### src/rtl/aib_rx_align_pkg.sv
// aib_rx_align_pkg: shared state encoding and stats counter widths for the AIB RX word aligner
package aib_rx_align_pkg;
  typedef enum logic [1:0] {SEARCH, CHECK, LOCKED} state_e;
  localparam int ErrCntW = 16;
  localparam int LossCntW = 8;
endpackage

### src/rtl/aib_rx_align_fsm.sv
// aib_rx_align_fsm: marker-driven DDR phase search and lock qualification; AIB_RX_ALIGN_STATS_EN adds error/lock-loss counters
module aib_rx_align_fsm
  import aib_rx_align_pkg::*;
#(
  parameter int LockCount = 8,
  parameter int ErrLimit = 4
) (
  input  logic i_clk,
  input  logic i_rst_n,
  input  logic c_align_en,
  input  logic good_n_i,
  input  logic good_s_i,
  output logic phase_d_o,
  output logic phase_q_o,
  output logic valid_d_o,
  output logic lock_d_o
`ifdef AIB_RX_ALIGN_STATS_EN
  ,
  output logic [ErrCntW-1:0] err_count_o,
  output logic [LossCntW-1:0] lock_loss_count_o
`endif
);
  localparam int CntW = $clog2(LockCount + 1);
  localparam int ErrW = $clog2(ErrLimit + 1);
  state_e state_q, state_d;
  logic [CntW-1:0] cnt_q, cnt_d;
  logic [ErrW-1:0] err_q, err_d, err_inc;
  logic phase_q, phase_d, en_q, prime_q, good;
  // next-state: search picks a phase (normal wins ties), check counts good markers, locked tolerates up to ErrLimit-1 bad in a row
  always_comb begin
    good = phase_q ? good_s_i : good_n_i;
    err_inc = err_q + 1'b1;
    state_d = state_q;
    cnt_d = cnt_q;
    err_d = err_q;
    phase_d = phase_q;
    case (state_q)
      SEARCH: if (good_n_i || good_s_i) begin
        state_d = CHECK;
        cnt_d = CntW'(1);
        phase_d = !good_n_i;
      end
      CHECK: if (!good) begin
        state_d = SEARCH;
        cnt_d = '0;
      end else if (cnt_q == CntW'(LockCount - 1)) begin
        state_d = LOCKED;
        err_d = '0;
      end else cnt_d = cnt_q + 1'b1;
      LOCKED: begin
        err_d = good ? '0 : err_inc;
        if (!good && err_inc == ErrW'(ErrLimit)) begin
          state_d = SEARCH;
          cnt_d = '0;
        end
      end
      default: state_d = SEARCH;
    endcase
    if (!c_align_en || !en_q) begin
      state_d = SEARCH;
      cnt_d = '0;
      err_d = '0;
      phase_d = c_align_en ? phase_q : 1'b0;
    end
    valid_d_o = c_align_en ? state_d == LOCKED : prime_q;
    lock_d_o = state_d == LOCKED;
  end
  // state, counters and phase; prime_q delays bypass valid until the input register holds real data
  always_ff @(posedge i_clk or negedge i_rst_n) begin
    if (!i_rst_n) begin
      state_q <= SEARCH;
      cnt_q <= '0;
      err_q <= '0;
      phase_q <= 1'b0;
      en_q <= 1'b0;
      prime_q <= 1'b0;
    end else begin
      state_q <= state_d;
      cnt_q <= cnt_d;
      err_q <= err_d;
      phase_q <= phase_d;
      en_q <= c_align_en;
      prime_q <= 1'b1;
    end
  end
  assign phase_d_o = phase_d;
  assign phase_q_o = phase_q;
`ifdef AIB_RX_ALIGN_STATS_EN
  logic [ErrCntW-1:0] errs_q;
  logic [LossCntW-1:0] loss_q;
  // saturating counts of bad markers while locked and of lock losses, cleared in bypass
  always_ff @(posedge i_clk or negedge i_rst_n) begin
    if (!i_rst_n) begin
      errs_q <= '0;
      loss_q <= '0;
    end else if (!c_align_en) begin
      errs_q <= '0;
      loss_q <= '0;
    end else begin
      if (state_q == LOCKED && !good && !(&errs_q)) errs_q <= errs_q + 1'b1;
      if (state_q == LOCKED && state_d == SEARCH && !(&loss_q)) loss_q <= loss_q + 1'b1;
    end
  end
  assign err_count_o = errs_q;
  assign lock_loss_count_o = loss_q;
`endif
endmodule

### src/rtl/aib_rx_word_aligner.sv
// aib_rx_word_aligner: registers DDR IO samples, detects half-cycle phase from a marker lane and emits qualified 2*NumIo-bit words; AIB_RX_ALIGN_STATS_EN adds stats ports
module aib_rx_word_aligner
  import aib_rx_align_pkg::*;
#(
  parameter int NumIo = 96,
  parameter int MarkerIo = 0,
  parameter int LockCount = 8,
  parameter int ErrLimit = 4
) (
  input  logic               i_clk,
  input  logic               i_rst_n,
  input  logic               c_align_en,
  input  logic               i_rx_data0 [NumIo],
  input  logic               i_rx_data1 [NumIo],
  output logic [2*NumIo-1:0] o_rx_word,
  output logic               o_rx_valid,
  output logic               o_rx_lock,
  output logic               o_rx_phase
`ifdef AIB_RX_ALIGN_STATS_EN
  ,
  output logic [ErrCntW-1:0]  o_err_count,
  output logic [LossCntW-1:0] o_lock_loss_count
`endif
);
  logic [NumIo-1:0] d0_d, d1_d, d0_q, d1_q, d1_qq;
  logic [2*NumIo-1:0] word_d;
  logic good_n, good_s, phase_d, valid_d, lock_d;
  for (genvar i = 0; i < NumIo; i++) begin : g_pack
    assign d0_d[i] = i_rx_data0[i];
    assign d1_d[i] = i_rx_data1[i];
  end
  assign good_n = d0_q[MarkerIo] & ~d1_q[MarkerIo];
  assign good_s = d1_qq[MarkerIo] & ~d0_q[MarkerIo];
  assign word_d = phase_d ? {d0_q, d1_qq} : {d1_q, d0_q};
  aib_rx_align_fsm #(
    .LockCount(LockCount),
    .ErrLimit (ErrLimit)
  ) u_fsm (
    .i_clk     (i_clk),
    .i_rst_n   (i_rst_n),
    .c_align_en(c_align_en),
    .good_n_i  (good_n),
    .good_s_i  (good_s),
    .phase_d_o (phase_d),
    .phase_q_o (o_rx_phase),
    .valid_d_o (valid_d),
    .lock_d_o  (lock_d)
`ifdef AIB_RX_ALIGN_STATS_EN
    ,
    .err_count_o      (o_err_count),
    .lock_loss_count_o(o_lock_loss_count)
`endif
  );
  // input stage plus output stage; d1_qq keeps the previous second half for the swapped phase
  always_ff @(posedge i_clk or negedge i_rst_n) begin
    if (!i_rst_n) begin
      d0_q <= '0;
      d1_q <= '0;
      d1_qq <= '0;
      o_rx_word <= '0;
      o_rx_valid <= 1'b0;
      o_rx_lock <= 1'b0;
    end else begin
      d0_q <= d0_d;
      d1_q <= d1_d;
      d1_qq <= d1_q;
      o_rx_word <= word_d;
      o_rx_valid <= valid_d;
      o_rx_lock <= lock_d;
    end
  end
endmodule
### config.mk
export PLATFORM = sky130hd
export DESIGN_NAME = aib_rx_word_aligner
export DESIGN_NICKNAME = d
export VERILOG_FILES = /design/src/rtl/aib_rx_align_pkg.sv /design/src/rtl/aib_rx_align_fsm.sv /design/src/rtl/aib_rx_word_aligner.sv
export SDC_FILE = /design/constraint.sdc
export NUM_CORES = 1
export LEC_CHECK = 0
export CAP_MARGIN = 30
export CORE_ASPECT_RATIO = 1.2
export CORE_MARGIN = 2
export CORE_UTILIZATION = 62
export CTS_CLUSTER_DIAMETER = 60
export DETAILED_ROUTE_END_ITERATION = 8
export DONT_BUFFER_PORTS = 1
export PLACE_DENSITY = 0.8
export SLEW_MARGIN = 20
export SYNTH_ARGS = -nofsm -noshare
export SYNTH_HDL_FRONTEND = slang
export SYNTH_SLANG_ARGS = --single-unit
### constraint.sdc
create_clock -name i_clk -period 3 [get_ports i_clk]
set_clock_uncertainty 0.05 [all_clocks]
set_input_delay 0.45 -clock i_clk [delete_from_list [all_inputs] [get_ports i_clk]]
set_output_delay 0.45 -clock i_clk [all_outputs]
set_load 0.01 [all_outputs]
## Word-level counts from Yosys, hierarchy flattened

Cells that the tools add are included.

- Register bits after elaboration: 494

- Eq/ne operators: 10
- Bitwise operators: 4
- Add/subtract/negate cells: 2
- Reduce and logical (&&, ||, !) cells: 12
- Mux-type cells: 24

Operators by type and width:

| operator | number |
|---|---|
| 192-bit two-way mux | 1 |
| 4-bit two-way mux | 5 |
| 3-bit two-way mux | 4 |
| 3-bit by 1-bit inequality test with 1-bit output, second input constant | 4 |
| 4-bit case mux with 3 select lines | 1 |
| 2-bit two-way mux | 5 |
| 1-bit two-way mux | 6 |
| 2-bit case mux with 3 select lines | 1 |
| 3-bit case mux with 2 select lines | 1 |
| 4-bit by 1-bit adder with 4-bit output, second input constant | 1 |
| 2-bit equality test, second input constant | 2 |
| 4-bit by 3-bit equality test with 1-bit output, second input constant | 1 |
| 1-bit zero test | 4 |
| 4-bit inequality test, second input constant | 1 |
| 4-bit AND reduction | 1 |
| 4-bit nonzero test | 1 |
| 3-bit by 1-bit adder with 3-bit output, second input constant | 1 |
| 3-bit equality test, second input constant | 1 |
| 3-bit AND reduction | 1 |
| 3-bit nonzero test | 1 |
| 1-bit AND | 2 |
| 2-bit by 1-bit equality test with 1-bit output, second input constant | 1 |
| 2-bit zero test | 1 |
| 1-bit logical OR | 2 |
| other kinds (2) | 3 |

## Longest topological paths before layout

- Depth after elaboration: 10
- Depth in mapped cells: 8
- Mapped depth without buffers: 7

## By module

Synthesis repeated with hierarchy kept, for this count alone.

- Cell total of the unflattened synthesis: 778
- Area, all modules: 15253.4 um^2

Modules (own cells, without submodules):

| module | cells each | times used | area an instance (um^2) |
|---|---|---|---|
| aib_rx_word_aligner | 697 | 1 | 14466.4 |
| aib_rx_align_fsm | 81 | 1 | 787.0 |

## Least setup slack after synthesis

OpenSTA, ideal clock, no wires.

- Path kind: register to register
- Start point: register u_fsm.state_q[1]
- End point: register o_rx_word[100]
- Library setup time: 125 ps
- Clock period less this slack: 2074 ps
- Required time: 2825 ps
- Arrival time: 1899 ps
- Path slack: 926 ps
- Stages on the path, launching flop included: 9
- Path buffers: 2
- Cell sequence: dfrtp_1 inv_1 ha_1 nand2_1 o21a_1 o21ai_1 clkbuf_1 buf_2 mux2_2

- Word-level cells in the longest chain between the ends: 4

Ends and longest elaborated chain:

| element | RTL line | source |
|---|---|---|
| from (decl) | aib_rx_align_fsm.sv:25 | `state_e state_q, state_d;` |
| from (signal assigned) | aib_rx_align_fsm.sv:78 | `state_q <= state_d;` |
| 2-bit zero test | aib_rx_align_fsm.sv:37 | `case (state_q)` |
| 1-bit two-way mux | aib_rx_align_fsm.sv:37 |  |
| 1-bit two-way mux | aib_rx_align_fsm.sv:59 | `if (!c_align_en \|\| !en_q) begin` |
| 192-bit two-way mux | aib_rx_word_aligner.sv:34 | `assign word_d = phase_d ? {d0_q, d1_qq} : {d1_q, d0_q};` |
| net word_d[100] | aib_rx_word_aligner.sv:26 | `logic [2*NumIo-1:0] word_d;` |
| to (signal assigned) | aib_rx_word_aligner.sv:67 | `o_rx_word <= word_d;` |
| to (decl) | aib_rx_word_aligner.sv:15 | `output logic [2*NumIo-1:0] o_rx_word,` |

The timed path passes the listed nets, and every way through them passes these cells.
A chain may end at the register's enable or synchronous reset.

## Worst setup path after layout

- Start point: register u_fsm.state_q[1]
- End point: register o_rx_word[59]

Same word-level chain as after synthesis.

==> results.md <==
- Total routed wirelength: 35.8 mm
- # rows: 62
- Routed Antenna Nets: 0
- Syn. warnings: 0
- Setup tns final: 0 ns
- Post-CTS Repair Setup Buffers: 0
- CP arrival: 2.74 ns
- Final nets: 1,202
- Longest Clk Path Bufs: 3
- Failing checks: negative hold slack
- Synth cell types: 40
- Clock Sinks: 494
- Final worst path period need: 2.39 ns
- Drt initial violations: 522
- IO Port Bufs: 0
- Per-cell routed wire length: 26.3 um
- RSZ-0062 raised after global routing: no
- CTS tree: yes
- MaxCap Viol Count: 0
- Initial core utilization: 0.631
- Most common cell after layout, fill and taps aside: dfrtp_1
- Placed cell count: 1,080
- Main synth FF type: dfrtp_1
- Residual DRC count: 0
- Period utilisation layout: 0.796
- Vias in the first global route: 8,585
- Max Slew Vio Count: 0
- Post-CTS Hold Buffers: 193
- Post-synth EDFFs: 0
- TritonRoute pass-1 iters: 4
- Peak Freq: 0.419 GHz
- Die area: 25,700 um2
- Layout Area Growth over Synthesis: 25.9%
- First-pass GRT wire length: 53.7 mm
- Peak VDD IR: 0.000706 V
- Non-Filler Instances: 1,359
- Worst Max-Slew Pin Slew: 1.37 ns
- Tot GR Track Use: 0.284
- CP endpoint kind: flip-flop
- Routability cong.: 0.919
- Dpl hpwl: 19.0 mm
- Die height: 175 um
- GR Overflow Total: 0
- Net Count, Synth: 980
- Flops & latches, synth: 494
- Critical Path RT: 3.36 ns
- Clk root buf: clkbuf_16
- Top-level port count: 390
- Initial antenna violation count: 1
- Worst Hold Class: in2async
- Outcome: complete, but fails checks
- Startpoint Class: flip-flop
- Finish-stage setup viols: 0
- Avg Inst Size Synth: 19.5 um2
- Fraction of layout cells with a size suffix above 1: 0.270
- Clock Pin Slew Worst Setup and Hold Paths: 0.06 ns
- Rel. slew slack: 0.0836
- Pwr/cell area: 748 nW/um2
- Mapped Cells: 778
- Leak pwr: 8.45 nW
- Die Wd: 147 um
- Core area: 24,000 um2
- WHS: -0.423 ns
- Seq/Total Area, Yosys: 0.817
- Critical path class: reg2reg
- Clk Latency, worst-skew pair: 0.54 ns
- CP Max Fanout: 74
- Async S/R FF share, synth: 1.00
- Post-CTS sizing: 0
- Synth Cell Area: 15,100 um2
- Vias per Instance: 5.46
- Hold violation total from the final report: 494
- H-tree Lvls: 2
- Commonest cells after routing, fill and taps aside: 494 x dfrtp_1, 193 x dlygate4sd3_1, 192 x mux2_2
- Number of CTS-inserted buffers: 45
- Largest net degree at the start of global routing: 495
- DR vias: 7,419
==> kinds of logic after synthesis <==
logic type	synth area share
DFF	0.817
muxes	0.144
buffers and inverters	0.00934
and+or+nand+nor	0.0109
AOI/OAI and AO/OA	0.0135
adders and majority gates	0.00579
other	0.000248
==> final timing paths <==
kind                                        from             end  slack (ns)  cells after the start
worst max-delay path            u_fsm.state_q[1]   o_rx_word[59]        0.61                      7
worst min-delay path                     i_rst_n   o_rx_word[99]       -0.42                      0
worst max register to register  u_fsm.state_q[1]   o_rx_word[59]        0.61                      7
worst min register to register          d1_q[74]       d1_qq[74]        0.32                      0
max in group asynchronous                i_rst_n        d1_q[79]        2.23                      0
min in group i_clk                    c_align_en  u_fsm.cnt_q[0]        0.14                      2
==> registers in the layout, indices dropped and copies added (netlist names) <==
signal and flops:
o_rx_valid 1, u_fsm.en_q 1, d1_q 96, o_rx_lock 1, o_rx_word 192, u_fsm.cnt_q 4, u_fsm.err_q 3, d0_q 96
u_fsm.prime_q 1, u_fsm.phase_q_o 1, u_fsm.state_q 2, d1_qq 96
==> routing by layer <==
layer | share of wire | track usage
met2 | 0.54 | 0.510
met5 | 0 | 0
met4 | 0.036 | 0.102
met1 | 0.35 | 0.327
met3 | 0.071 | 0.0775
==> area by class of cell <==
class / count / area [um2]
repair buffers: 196 / 1990
flip-flops and latches: 494 / 12400
diodes: 2 / 5.00
clock buffers: 66 / 1380
fillers: 1058 / 4910
clock inverters: 18 / 238
inverters: 10 / 37.5
well taps: 320 / 400
multi-input cells: 253 / 2640
==> power by group <==
part / internal [mW] / total, mW / switching [mW]
clock: 3.64 / 6.16 / 2.52
combinational: 0.403 / 0.626 / 0.223
sequential: 7.08 / 7.46 / 0.381
==> synthesized netlist by cell type (all sizes together) (2+ instances only) <==
library cell | instances | area [um2]
dfrtp | 494 | 12400
mux2 | 192 | 2160
buf | 20 | 100
inv | 10 | 37.5
ha | 7 | 87.6
nor2 | 6 | 22.5
nand2 | 5 | 18.8
o21ai | 5 | 25.0
a21oi | 3 | 15.0
a31oi | 2 | 12.5
nand2b | 2 | 12.5
nand3 | 2 | 10.0
nand4b | 2 | 17.5
o211ai | 2 | 15.0
o22ai | 2 | 12.5
o31ai | 2 | 28.8
==> critical path, stage by stage (launching register included) <==
cell     delay [ns]
dfrtp_1        0.41
inv_1          0.13
ha_1           0.28
nand2_1        0.11
o21a_1         0.21
o21ai_4        0.24
buf_12         0.37
mux2_2         0.40
==> per-stage QoR <==
step	power, mW	hold WS (ns)	utilization	instance area, um2	setup WS, ns
after floorplan	7.76	0.104	-	15100	0.926
after global placement	7.89	0.116	0.647	15500	0.778
after detailed placement	7.94	0.113	0.647	15500	0.688
after CTS	14.3	-0.452	0.795	19100	0.642
after global routing	14.7	-0.455	0.795	19100	0.509
final	14.2	-0.423	0.795	19100	0.613
(Power assumes the default switching activity.)
